File: config.mk
export PLATFORM = sky130hd
export DESIGN_NAME = dfu_boot_sequencer_flat
export DESIGN_NICKNAME = d
export VERILOG_FILES = /design/src/rtl/dfu_boot_sequencer_if.sv /design/src/rtl/dfu_boot_sequencer.sv /design/src/flat_wrapper.sv
export SDC_FILE = /design/constraint.sdc
export NUM_CORES = 1
export LEC_CHECK = 0
export BUFFER_PORTS_ARGS = -buffer_cell sky130_fd_sc_hd__buf_4
export CORE_MARGIN = 8
export CORE_UTILIZATION = 35
export DETAILED_ROUTE_END_ITERATION = 10
export PLACE_DENSITY = 0.5
export REMOVE_ABC_BUFFERS = 1
export SYNTH_ARGS = -nofsm -noshare
export SYNTH_HDL_FRONTEND = slang
export SYNTH_SLANG_ARGS = --single-unit
export TNS_END_PERCENT = 1
File: constraint.sdc
create_clock -name clk -period 2.5 [get_ports clk]
set_input_delay 0.25 -clock clk [delete_from_list [all_inputs] [get_ports clk]]
set_output_delay 0.25 -clock clk [all_outputs]
set_load 0.005 [all_outputs]
File: src/rtl/dfu_boot_sequencer_if.sv
// -----------------------------------------------------------------------------
// dfu_boot_sequencer_if
//
// Purpose:
//   Bundles the signals exchanged between usb_dfu_core / the board top and the
//   boot sequencer into one interface.
//
// Signals:
//   dfu_state   [7:0]  DFU state reported by usb_dfu_core (sync to clk)
//   dfu_detach         one-cycle detach pulse from usb_dfu_core (sync to clk)
//   core_reset         active-high reset to usb_dfu_core
//   usb_pull_en        1 enables the D+ pull-up
//   user_boot          1 requests the user image (drives resetn low)
//   led         [2:0]  active-low status LEDs
//   seq_state   [2:0]  sequencer state encoding, for debug
//
// Modports:
//   master  core/board-top side: drives the DFU status, receives controls
//   slave   sequencer side: receives the DFU status, drives controls
// -----------------------------------------------------------------------------
interface dfu_boot_sequencer_if;
   logic [7:0] dfu_state;
   logic       dfu_detach;
   logic       core_reset;
   logic       usb_pull_en;
   logic       user_boot;
   logic [2:0] led;
   logic [2:0] seq_state;

   modport master (
      output dfu_state,
      output dfu_detach,
      input  core_reset,
      input  usb_pull_en,
      input  user_boot,
      input  led,
      input  seq_state
   );

   modport slave (
      input  dfu_state,
      input  dfu_detach,
      output core_reset,
      output usb_pull_en,
      output user_boot,
      output led,
      output seq_state
   );
endinterface

File: src/rtl/dfu_boot_sequencer.sv
// -----------------------------------------------------------------------------
// dfu_boot_sequencer
//
// Purpose:
//   Boot-control stage downstream of usb_dfu_core. Holds the core in reset
//   after power-on, then enables the USB pull-up and waits for either DFU
//   activity, a detach request or an auto-boot timeout. A boot decision is
//   followed by a short holdoff before the sticky user_boot request. Also
//   drives the status LED patterns (idle blink / cylon).
//
// Ports:
//   clk    in   system clock, all logic on its rising edge
//   reset  in   asynchronous active-high reset
//   bus    slave modport of dfu_boot_sequencer_if
//            in : dfu_state[7:0], dfu_detach
//            out: core_reset, usb_pull_en, user_boot, led[2:0], seq_state[2:0]
// -----------------------------------------------------------------------------
module dfu_boot_sequencer #(
   parameter int unsigned RESET_CYCLES   = 65535,
   parameter int unsigned BOOT_DELAY     = 60000000,
   parameter int unsigned HOLDOFF_CYCLES = 12000,
   parameter int unsigned BLINK_BIT      = 21,
   parameter int unsigned STEP_BIT       = 20
) (
   input logic                 clk,
   input logic                 reset,
   dfu_boot_sequencer_if.slave bus
);

   localparam int POR_W  = $clog2(RESET_CYCLES) + 1;
   localparam int BOOT_W = $clog2(BOOT_DELAY) + 1;
   localparam int HOLD_W = $clog2(HOLDOFF_CYCLES) + 1;

   typedef enum logic [2:0] {
      ST_POR     = 3'd0,
      ST_WAIT    = 3'd1,
      ST_ACTIVE  = 3'd2,
      ST_HOLDOFF = 3'd3,
      ST_BOOT    = 3'd4
   } seq_state_t;

   seq_state_t        state;
   seq_state_t        next_state;
   logic [POR_W-1:0]  por_cnt;
   logic [BOOT_W-1:0] boot_cnt;
   logic [HOLD_W-1:0] hold_cnt;
   logic [31:0]       led_counter;
   logic [31:0]       led_counter_next;
   logic              step_prev;
   logic              step_rise;
   logic [1:0]        step_idx;
   logic [1:0]        step_next;
   logic [2:0]        led_next;

   // State register; ACTIVE has no timeout path, so once entered the
   // auto-boot stays cancelled until the next reset.
   always_ff @(posedge clk or posedge reset) begin
      if (reset) begin
         state <= ST_POR;
      end else begin
         state <= next_state;
      end
   end

   // Next-state logic. In WAIT the detach request beats DFU activity, which
   // in turn beats the timeout, so activity arriving on the timeout cycle
   // still cancels auto-boot.
   always_comb begin
      next_state = state;
      case (state)
         ST_POR: begin
            if (por_cnt == '0) next_state = ST_WAIT;
         end
         ST_WAIT: begin
            if (bus.dfu_detach)              next_state = ST_HOLDOFF;
            else if (bus.dfu_state > 8'd2)   next_state = ST_ACTIVE;
            else if (boot_cnt == '0)         next_state = ST_HOLDOFF;
         end
         ST_ACTIVE: begin
            if (bus.dfu_detach) next_state = ST_HOLDOFF;
         end
         ST_HOLDOFF: begin
            if (hold_cnt == '0) next_state = ST_BOOT;
         end
         ST_BOOT: begin
            next_state = ST_BOOT;
         end
         default: begin
            next_state = ST_POR;
         end
      endcase
   end

   // Phase counters. Each one loads when its state is entered (the POR counter
   // only via reset) and counts down to 0 where it saturates.
   always_ff @(posedge clk or posedge reset) begin
      if (reset) begin
         por_cnt  <= POR_W'(RESET_CYCLES);
         boot_cnt <= BOOT_W'(BOOT_DELAY);
         hold_cnt <= HOLD_W'(HOLDOFF_CYCLES);
      end else begin
         if (state == ST_POR && por_cnt != '0) begin
            por_cnt <= por_cnt - POR_W'(1);
         end

         if (state != ST_WAIT && next_state == ST_WAIT) begin
            boot_cnt <= BOOT_W'(BOOT_DELAY);
         end else if (state == ST_WAIT && boot_cnt != '0) begin
            boot_cnt <= boot_cnt - BOOT_W'(1);
         end

         if (state != ST_HOLDOFF && next_state == ST_HOLDOFF) begin
            hold_cnt <= HOLD_W'(HOLDOFF_CYCLES);
         end else if (state == ST_HOLDOFF && hold_cnt != '0) begin
            hold_cnt <= hold_cnt - HOLD_W'(1);
         end
      end
   end

   // LED pattern generation. The cylon step advances on a rising transition
   // of one counter bit, detected against a registered copy of that bit so no
   // derived clock is needed. The step keeps running even when not shown.
   always_comb begin
      led_counter_next = led_counter + 32'd1;
      step_rise        = led_counter[STEP_BIT] & ~step_prev;
      step_next        = step_idx + {1'b0, step_rise};
      led_next         = 3'b111;
      if (next_state == ST_WAIT || next_state == ST_ACTIVE) begin
         if (bus.dfu_state == 8'h02) begin
            led_next = ~{2'b00, led_counter_next[BLINK_BIT]};
         end else begin
            case (step_next)
               2'd0:    led_next = ~3'b001;
               2'd1:    led_next = ~3'b010;
               2'd2:    led_next = ~3'b100;
               default: led_next = ~3'b010;
            endcase
         end
      end
   end

   // Output registers, loaded from the next state so every output changes on
   // the same edge as the state it belongs to.
   always_ff @(posedge clk or posedge reset) begin
      if (reset) begin
         led_counter     <= '0;
         step_prev       <= 1'b0;
         step_idx        <= 2'd0;
         bus.led         <= 3'b111;
         bus.core_reset  <= 1'b1;
         bus.usb_pull_en <= 1'b0;
         bus.user_boot   <= 1'b0;
         bus.seq_state   <= ST_POR;
      end else begin
         led_counter     <= led_counter_next;
         step_prev       <= led_counter[STEP_BIT];
         step_idx        <= step_next;
         bus.led         <= led_next;
         bus.core_reset  <= (next_state == ST_POR);
         bus.usb_pull_en <= (next_state != ST_POR);
         bus.user_boot   <= (next_state == ST_BOOT);
         bus.seq_state   <= next_state;
      end
   end

endmodule

File: src/flat_wrapper.sv
// flat-port wrapper written by rule: the top's interface ports become plain ports
module dfu_boot_sequencer_flat 
#(
   parameter int unsigned RESET_CYCLES   = 65535,
   parameter int unsigned BOOT_DELAY     = 60000000,
   parameter int unsigned HOLDOFF_CYCLES = 12000,
   parameter int unsigned BLINK_BIT      = 21,
   parameter int unsigned STEP_BIT       = 20
)
  (clk, reset, bus_dfu_state, bus_dfu_detach, bus_core_reset, bus_usb_pull_en, bus_user_boot, bus_led, bus_seq_state);
  dfu_boot_sequencer_if bus_i ();
  input logic clk;
  input logic reset;
  input wire logic [$bits(bus_i.dfu_state)-1:0] bus_dfu_state;
  input wire logic [$bits(bus_i.dfu_detach)-1:0] bus_dfu_detach;
  output wire logic [$bits(bus_i.core_reset)-1:0] bus_core_reset;
  output wire logic [$bits(bus_i.usb_pull_en)-1:0] bus_usb_pull_en;
  output wire logic [$bits(bus_i.user_boot)-1:0] bus_user_boot;
  output wire logic [$bits(bus_i.led)-1:0] bus_led;
  output wire logic [$bits(bus_i.seq_state)-1:0] bus_seq_state;
  assign bus_i.dfu_state = bus_dfu_state;
  assign bus_i.dfu_detach = bus_dfu_detach;
  assign bus_core_reset = bus_i.core_reset;
  assign bus_usb_pull_en = bus_i.usb_pull_en;
  assign bus_user_boot = bus_i.user_boot;
  assign bus_led = bus_i.led;
  assign bus_seq_state = bus_i.seq_state;
  dfu_boot_sequencer #(.RESET_CYCLES(RESET_CYCLES), .BOOT_DELAY(BOOT_DELAY), .HOLDOFF_CYCLES(HOLDOFF_CYCLES), .BLINK_BIT(BLINK_BIT), .STEP_BIT(STEP_BIT)) u_core (.clk(clk), .reset(reset), .bus(bus_i));
endmodule
==> metrics.txt <==
DR WL met3=approximately 320 µm; Post-Synth Simple-Gate Area=between 20% and 30%; most frequent cells in the layout=dfrtp_1, nor2_1, buf_4; Seq cells post-synth=between 90 and 100; area grow syn2layout=19.9%; Core Region=12500 µm²; first-pass GRT wire length=14700 µm; gpl congestion=~0.73; die width=between 100 and 150 µm; switching share of total power=24.5%; Warnings, synthesis=0; Flop pwr share=46.8%; DR WL met2=3600 µm; sequential fraction of the synthesis area=53.7%; Synth Area per Inst=10.5 µm²; Detailed Route Iter0 Violations=roughly 130; VDD IR-drop max=0.329 mV; worst-case reg-to-reg path depth=7; XOR/XNOR Fraction of Synth Area=between 10% and 20%; commonest non-fill, non-tap cell in the layout=dfrtp_1; reg2reg end=u_core.bus.led[0]$_DFF_PP1_; mux share of post-synthesis cell area=0.679%; met1 WL=4150 µm; hold_buf cts=0; Starting Density=35.5%; Cells after Synth=420; worst reg2reg startpoint=u_core.hold_cnt[7]$_DFFE_PP1P_; Mapped Area=4420 µm²; Clk pin slew, worst setup/hold paths=~0.070 ns; Async SR Flop Fraction=100%; Int Pwr=between 0.002 and 0.003 W; Tcrit/Tclk final=99.3%; Synth Flop Type=dfrtp_1; Psw=0.000860 W; Die H=128 µm; Clock Tree Root=clkbuf_16; failing checks=negative hold slack; placed insts=626; Sink Count=93; largest net degree at the start of global routing=94; non-filler cells in the finished layout=646; share of the core filled with cells=a little over two fifths; total track usage=11.2%; share of cells above drive strength 1=23.2%; compound-cell area share of the yosys netlist=under 10%; critical path class=register to register; worst clock skew=between 0.009 and 0.01 ns; Total Routed Length=8250 µm; Inserted Clock Buffers=9; later-pin clock latency in the skew report=0.35 ns; clock share of power=41.8%; vias in the first global route=3082; Via Count=3099; Power Total=0.00351 W; Final nets=about 490; Slew Limit Fails=0; design area=5300 µm²; TritonCTS clock tree=built; Distinct cells, synth=47; vias per std cell=4.80; Final Hold Vio Count=3; max cap viols=0; Rows=41; GRT Residual Overflow=0; Detail Placement HPWL=5710 µm; initial antenna violation count=0; die footprint=16500 µm²; Worst Tran Pin Value=slightly below 0.6 ns; CP startpoint=u_core.hold_cnt[7]$_DFFE_PP1P_; Fin Hold WS=-0.00817 ns; CP endpoint kind=register; Synth Area in Adders=between 1.5 and 2%; First-pass DRT Iterations=4; status=complete, but fails checks; Antenna Cells=0; Lkg Pwr=roughly 2.4 nW; antenna viol nets, final=0; worst-path fanout max=4; Power Density=662 nW/µm²; largest family of logic cells by synthesized area=simple AND/OR/NAND/NOR gates; RSZ-0062 raised after global routing=true; I/O Buffers=19; CP required=2.76 ns; io pins=20; DRC=0; EDFF count, synth=0; number of H-tree levels=3; Top Layer Used=met4; Placed Area=a little under 5000 µm²; fmax=403 MHz; DR WL/cell=12.8 µm; Arr. time, crit path=2.74 ns; Hold WC Path Type=input pin to async pin; CTS Buffer Depth=2; fin crit period=2.48 ns; Final setup violation count=0; Combinational Power Share=11.4%; flop2flop setup slack=0.02 ns; crit start category=register; Slew HR=between 60% and 70%
[critical path: stages, from the launching register on]
cell and delay (ns):
dfstp_2 0.38, or4_4 0.54, or3_4 0.34, o31a_1 0.38
nor3_4 0.28, buf_4 0.17, xnor2_2 0.14, o21ai_0 0.15
[flip-flops by register name, summed over array words and instances, names as in the netlist]
register,count
u_core.por_cnt,17
u_core.state,3
u_core.step_idx,2
u_core.bus.usb_pull_en,1
u_core.led_counter,22
u_core.step_prev,1
u_core.bus.led,3
u_core.hold_cnt,15
u_core.boot_cnt,27
u_core.bus.core_reset,1
u_core.bus.user_boot,1
[worst max path at each step]
stage | end | slack (ns)
after floorplan | u_core.hold_cnt[14]$_DFFE_PP0P_ | -0.12
after global placement | u_core.bus.led[0]$_DFF_PP1_ | 0.02
after detailed placement | u_core.bus.led[0]$_DFF_PP1_ | -0.002
after CTS | u_core.bus.usb_pull_en$_DFF_PP0_ | -0.002
after global routing | u_core.bus.led[0]$_DFF_PP1_ | -0.11
final | u_core.bus.led[0]$_DFF_PP1_ | 0.02
[cell families (layout without fill, tap and decap cells)]
logic type,Yosys count,after routing
flip-flops,93,93
adder cells (fa/ha/maj),6,6
multiplexers,3,3
AND/OR/NAND/NOR,198,198
XOR/XNOR,66,66
AO/OA/AOI/OAI,35,35
buffers and inverters,19,73
[repair_timing]
action / in CTS / in global routing
pin swaps: 0 / 5
gates resized for setup: 1 / 3
buffers inserted: 0 / 4
endpoints found under the setup margin: 1 / 21
hold endpoints to repair: 0 / 0
[stage by stage]
step / TNS, ns / setup slack (ns) / hold WS, ns
after floorplan: -6.76 / -0.124 / 0.405
after global routing: -0.558 / -0.108 / 0.0546
final: 0 / 0.0163 / -0.00817
after CTS: -0.00238 / -0.00238 / 0.0305
after global placement: 0 / 0.0167 / 0.403
after detailed placement: -0.00181 / -0.00181 / 0.407
[synth_stat cells, drive strengths merged (3+ instances only)]
| cell | count | area, µm² |
|---|---|---|
| a211oi | 4 | 30.0 |
| a21oi | 8 | 40.0 |
| and3 | 7 | 43.8 |
| and4 | 4 | 35.0 |
| clkbuf | 5 | 18.8 |
| dfrtp | 56 | 1400 |
| dfstp | 37 | 972 |
| ha | 6 | 75.1 |
| inv | 12 | 45.1 |
| mux2i | 3 | 30.0 |
| nand2 | 37 | 139 |
| nand2b | 4 | 25.0 |
| nand3 | 12 | 60.1 |
| nand4 | 9 | 56.3 |
| nor2 | 50 | 188 |
| nor2b | 4 | 25.0 |
| nor3 | 26 | 141 |
| nor3b | 3 | 22.5 |
| nor4 | 15 | 100 |
| o21ai | 7 | 35.0 |
| o31ai | 3 | 22.5 |
| or3 | 8 | 55.1 |
| or4 | 8 | 63.8 |
| xnor2 | 38 | 333 |
| xor2 | 28 | 245 |
[layer usage]
layer  track usage, %  vias to the layer above
met5                0                        -
li1                 -                     1581
met3             2.94                       14
met1             14.6                     1475
met4             5.87                        0
met2             16.7                       29
[cell type report]
type                            instances  area (µm²)
Fill cell                            1246        7170
Sequential cell                        93        2370
Multi-Input combinational cell        308        1990
Timing Repair Buffer                   45         350
Clock buffer                           10         229
Tap cell                              172         215
Clock inverter                          6        93.8
Inverter                               12        46.3
[power groups by stage]
stage / registers, W / logic [W] / clock network, W
4_1_cts: 0.00164 / 0.000385 / 0.00154
3_3_place_gp: 0.00167 / 0.000375 / 0
2_1_floorplan: 0.00166 / 0.000249 / 0
6_report: 0.00164 / 0.000399 / 0.00147
5_1_grt: 0.00165 / 0.000459 / 0.00159
3_5_place_dp: 0.00167 / 0.000378 / 0
No activity file was read; power rests on OpenSTA's default activity.
